$ cat src/rtl/main_control_fsm.sv
// Multicycle main control unit for the RV32I datapath: latches each fetched
// instruction into the IR and steps it through FETCH/DECODE/EXEC/MEM/WB.
module main_control_fsm #(
  parameter int                     INSTR_WIDTH = 32,
  parameter logic [INSTR_WIDTH-1:0] NOP_INSTR   = INSTR_WIDTH'(32'h00000013)
) (
  input  logic                   clk,
  input  logic                   reset,
  input  logic [INSTR_WIDTH-1:0] instr,
  input  logic                   instr_valid,
  input  logic                   mem_ready,
  output logic [INSTR_WIDTH-1:0] ir_out,
  output logic [1:0]             ALUOp,
  output logic                   Branch,
  output logic                   Jump,
  output logic                   MemRead,
  output logic                   MemWrite,
  output logic                   MemtoReg,
  output logic                   ALUSrc,
  output logic                   RegWrite,
  output logic                   IRWrite,
  output logic                   instr_done,
  output logic                   illegal_instr,
  output logic [2:0]             state
);

  localparam logic [2:0] FETCH  = 3'd0;
  localparam logic [2:0] DECODE = 3'd1;
  localparam logic [2:0] EXEC   = 3'd2;
  localparam logic [2:0] MEM    = 3'd3;
  localparam logic [2:0] WB     = 3'd4;
  localparam logic [2:0] TRAP   = 3'd5;

  localparam logic [6:0] OP_R      = 7'b0110011;
  localparam logic [6:0] OP_IMM    = 7'b0010011;
  localparam logic [6:0] OP_LOAD   = 7'b0000011;
  localparam logic [6:0] OP_STORE  = 7'b0100011;
  localparam logic [6:0] OP_BRANCH = 7'b1100011;
  localparam logic [6:0] OP_JAL    = 7'b1101111;
  localparam logic [6:0] OP_JALR   = 7'b1100111;
  localparam logic [6:0] OP_LUI    = 7'b0110111;
  localparam logic [6:0] OP_AUIPC  = 7'b0010111;

  localparam logic [1:0] ALU_ADD   = 2'b00;
  localparam logic [1:0] ALU_SUB   = 2'b01;
  localparam logic [1:0] ALU_RFUNC = 2'b10;
  localparam logic [1:0] ALU_IFUNC = 2'b11;

  typedef enum logic [3:0] {
    CLS_R, CLS_OPIMM, CLS_LOAD, CLS_STORE, CLS_BRANCH,
    CLS_JAL, CLS_JALR, CLS_LUI, CLS_AUIPC, CLS_ILLEGAL
  } iclass_t;

  logic [2:0]             state_q;
  logic [2:0]             state_d;
  logic [INSTR_WIDTH-1:0] ir_q;
  iclass_t                iclass;
  logic                   rd_nonzero;

  assign ir_out     = ir_q;
  assign state      = state_q;
  assign rd_nonzero = |ir_q[11:7];

  // Classification depends only on the latched IR, so it is stable for the
  // whole life of the instruction.
  always_comb begin
    iclass = CLS_ILLEGAL;
    case (ir_q[6:0])
      OP_R:      iclass = CLS_R;
      OP_IMM:    iclass = CLS_OPIMM;
      OP_LOAD:   iclass = CLS_LOAD;
      OP_STORE:  iclass = CLS_STORE;
      OP_BRANCH: iclass = CLS_BRANCH;
      OP_JAL:    iclass = CLS_JAL;
      OP_JALR:   iclass = CLS_JALR;
      OP_LUI:    iclass = CLS_LUI;
      OP_AUIPC:  iclass = CLS_AUIPC;
      default:   iclass = CLS_ILLEGAL;
    endcase
  end

  // NOTE: every variable written in an always_comb gets a default first, so no path can infer a latch.
  always_comb begin
    state_d = state_q;
    case (state_q)
      FETCH:  if (instr_valid) state_d = DECODE;
      DECODE: state_d = (iclass == CLS_ILLEGAL) ? TRAP : EXEC;
      EXEC: begin
        if (iclass == CLS_BRANCH)
          state_d = FETCH;
        else if (iclass == CLS_LOAD || iclass == CLS_STORE)
          state_d = MEM;
        else
          state_d = WB;
      end
      MEM: if (mem_ready) state_d = (iclass == CLS_LOAD) ? WB : FETCH;
      WB:      state_d = FETCH;
      TRAP:    state_d = FETCH;
      default: state_d = FETCH;
    endcase
  end

  // NOTE: reset is synchronous and active-low, sampled only on the clock edge; sequential state uses <= exclusively.
  always_ff @(posedge clk) begin
    if (!reset) begin
      state_q <= FETCH;
      ir_q    <= NOP_INSTR;
    end else begin
      state_q <= state_d;
      if (state_q == FETCH && instr_valid) ir_q <= instr;
    end
  end

  always_comb begin
    ALUOp         = ALU_ADD;
    Branch        = 1'b0;
    Jump          = 1'b0;
    MemRead       = 1'b0;
    MemWrite      = 1'b0;
    MemtoReg      = 1'b0;
    ALUSrc        = 1'b0;
    RegWrite      = 1'b0;
    IRWrite       = 1'b0;
    instr_done    = 1'b0;
    illegal_instr = 1'b0;
    case (state_q)
      FETCH: IRWrite = instr_valid;
      EXEC: begin
        case (iclass)
          CLS_R: begin
            ALUOp = ALU_RFUNC;
          end
          CLS_OPIMM: begin
            ALUOp  = ALU_IFUNC;
            ALUSrc = 1'b1;
          end
          CLS_BRANCH: begin
            ALUOp      = ALU_SUB;
            Branch     = 1'b1;
            instr_done = 1'b1;
          end
          CLS_JAL, CLS_JALR: begin
            ALUSrc = 1'b1;
            Jump   = 1'b1;
          end
          default: ALUSrc = 1'b1;
        endcase
      end
      MEM: begin
        ALUSrc   = 1'b1;
        MemRead  = (iclass == CLS_LOAD);
        MemWrite = (iclass == CLS_STORE);
        // A store retires in the cycle its write completes, so this pulse
        // alone follows mem_ready in the same cycle.
        instr_done = (iclass == CLS_STORE) && mem_ready;
      end
      WB: begin
        RegWrite   = rd_nonzero;
        MemtoReg   = (iclass == CLS_LOAD);
        instr_done = 1'b1;
      end
      TRAP: illegal_instr = 1'b1;
      default: ;
    endcase
  end

endmodule
$ cat config.mk
export PLATFORM = sky130hd
export DESIGN_NAME = main_control_fsm
export DESIGN_NICKNAME = d
export VERILOG_FILES = /design/src/rtl/main_control_fsm.sv
export SDC_FILE = /design/constraint.sdc
export NUM_CORES = 1
export LEC_CHECK = 0
export ABC_AREA = 1
export BUFFER_PORTS_ARGS = -buffer_cell sky130_fd_sc_hd__clkbuf_2
export CAP_MARGIN = 30
export CORE_MARGIN = 2
export CORE_UTILIZATION = 44
export DETAILED_ROUTE_END_ITERATION = 8
export PLACE_DENSITY = 0.78
export SYNTH_ARGS = -nofsm -noshare
export SYNTH_HDL_FRONTEND = slang
export SYNTH_SLANG_ARGS = --single-unit
$ cat constraint.sdc
create_clock -name clk -period 1.7 [get_ports clk]
set_input_delay 0.085 -clock clk [delete_from_list [all_inputs] [get_ports clk]]
set_output_delay 0.085 -clock clk [all_outputs]
set_load 0.02 [all_outputs]
==> metrics <==
outcome finished, final reports clean; number of global-route vias before repair 1706; Syn. warnings 0; CTS Buf Count 5; DP HPWL 2880 um; LEAKAGE 0.00121 uW; vias per cell 4.86; die height 64.1 um; final hold vios 0; via count approximately 1800; critical-path cell list nand2_1 -> nor2_1 -> inv_1 -> o21ai_0 -> nor2_1 -> nand2_1 -> nand2_1 -> nand2_1 -> buf_2; Synth Instances 224; Post-Route WL 4580 um; layout cell share with drive strength beyond 1 between 40 and 50%; Die ar. 4110 um^2; Worst path most repeated cell nand2_1; sequential area share after synthesis 44.0%; Final Util a little under three quarters; Synth Cell Area 1590 um^2; routability cong. 0.858; Setup CP Type flop to primary output; P per Cell Area approximately 1500 nW/um^2; Ports 83; Achievable Freq roughly 0.6 GHz; post-synth cell types 26; Worst-Margin Slew 0.583 ns; CP Max Fanout 5; Antenna diodes 0; Clock Skew 0.00211 ns; Synth Area per Inst 7.11 um^2; Peak VDD IR approximately 0.92 mV; Final Cell Area roughly 2400 um^2; clk_lat worst skew 0.33 ns; relative slew slack 61.1%; crit path capture type primary output; IO Port Bufs 82; area grow syn2layout 53.5%; Tmin final roughly 1.7 ns; Hold Crit Class primary input to flop; net count after synthesis 260; crit start category flop; gr ovfl total 0; final setup violating endpoints 0; CTS root buf clkbuf_4; NumNets Final about 370; Post-DRT Antenna Nets 0; initial antenna violation count 0; first-iteration detailed-routing DRC count 125; FP Rows 21; core footprint 3420 um^2; unrepaired setup endpoints after global routing yes; Reg clk slew, reported paths 0.10 ns; CTS tree done; Worst Path Required 1.62 ns; final worst path period share between 90% and 100%; Slew Limit Fails 0; CTS max path bufs 2; Critical Path Max Stage Delay 0.38 ns; Initial Util 46.6%; global-route wire length before repair 7300 um; global-route usage over all layers 22.7%; largest net degree at the start of global routing 36; DR WL/cell 12.0 um; htree depth 2; Max-Cap Viols 0; Worst Path Arrival 1.58 ns; Post-Layout Cell Count 380; FF+latch count, synth 35; slowest library cell on the worst path dfxtp_4; DRC viols 0; area post-placement approximately 2000 um^2; die width 64.1 um; Pre-Repair DR Iteration Count 4; Sink Count 35; placed insts 346
cell usage after synthesis, drive strengths merged:
master,n,area (um^2)
a211oi,1,12.5
a21oi,11,58.8
a31oi,1,6.26
buf,8,51.3
clkbuf,1,3.75
dfxtp,35,701
inv,24,90.1
nand2,28,108
nand3,11,67.6
nand4,3,18.8
nor2,59,243
nor3,5,35.0
o211ai,1,7.51
o21ai,34,174
or2,2,15.0
cells in the final DEF (no fill, tap or decap), types with 5 or more instances in the layout:
cell / Yosys / final
nor2_1: 56 / 51
dfxtp_1: 35 / 26
nand2_1: 27 / 24
clkbuf_2: 0 / 79
inv_1: 18 / 14
dfxtp_4: 0 / 6
inv_2: 6 / 9
nor2_2: 2 / 5
clkbuf_4: 0 / 5
a21oi_1: 10 / 10
buf_4: 0 / 5
dlygate4sd3_1: 0 / 24
o21ai_0: 33 / 33
nand3_1: 10 / 10
repair_timing:
action | in CTS | in global routing
buffers inserted | 1 | 1
hold buffers | 24 | 0
pin swaps | 1 | 5
resized for setup | 15 | 25
gates cloned | 0 | 0
setup endpoints to repair | 5 | 6
endpoints found under the hold margin | 24 | 0
cell type report:
class | instances | area, um^2
tap | 46 | 57.6
multi-input combinational | 156 | 795
clock buffer | 8 | 68.8
fill | 288 | 972
sequential | 35 | 727
timing repair buffer | 111 | 703
inverter | 24 | 92.6
worst paths after layout:
| check | start | end | slack [ns] | cells after the start |
|---|---|---|---|---|
| max | ir_out[5]$_SDFFE_PN0P_ | ALUOp[0] | 0.03 | 9 |
| min | instr[10] | ir_out[10]$_SDFFE_PN0P_ | 0.02 | 3 |
| max reg2reg | state[0]$_SDFFE_PN0P_ | ir_out[27]$_SDFFE_PN0P_ | 0.25 | 7 |
| min reg2reg | ir_out[9]$_SDFFE_PN0P_ | ir_out[9]$_SDFFE_PN0P_ | 0.48 | 2 |
logic make-up after synthesis:
logic type | Yosys count | synth area share [%]
and+or+nand+nor | 108 | 30.6
AOI/OAI and AO/OA | 48 | 16.3
DFF | 35 | 44.0
buffers and inverters | 33 | 9.12
per-layer routing:
layer | vias up | GRT usage (%) | share of wire [%]
li1 | 942 | - | -
met4 | 0 | 8.78 | 1.4
met5 | - | 0 | 0
met2 | 84 | 40.9 | 51
met3 | 7 | 5.99 | 7.3
met1 | 812 | 25.2 | 41
sequential cells by signal, indices dropped and copies added (netlist names):
register and count:
state 3, ir_out 32
report_power, final:
| part | leakage (uW) | internal, uW | switching, uW | total, uW |
|---|---|---|---|---|
| logic | 0.000880 | 601 | 1160 | 1760 |
| registers | 0.000293 | 1090 | 201 | 1290 |
| clock network | 0.0000386 | 243 | 263 | 507 |
| total | 0.00121 | 1940 | 1620 | 3560 |
worst max-delay path, delay by kind of cell, from the launching register on:
| family | cells | cell delay (ns) |
|---|---|---|
| flip-flops | 1 | 0.38 |
| AND/OR/NAND/NOR | 6 | 0.42 |
| AO/OA/AOI/OAI | 1 | 0.18 |
| buffers and inverters | 2 | 0.25 |
stage by stage:
| step | total power, uW | hold WS [ns] | worst slack (ns) | setup TNS (ns) |
|---|---|---|---|---|
| after global routing | 3830 | 0.0392 | -0.0672 | -0.132 |
| after floorplan | 2400 | 0.211 | 0.0905 | 0 |
| after detailed placement | 2870 | 0.302 | 0.263 | 0 |
| after CTS | 3480 | 0.0129 | 0.00107 | 0 |
| after global placement | 2850 | 0.299 | 0.280 | 0 |
| final | 3560 | 0.0239 | 0.0350 | 0 |
No activity file was read; power rests on OpenSTA's default activity.
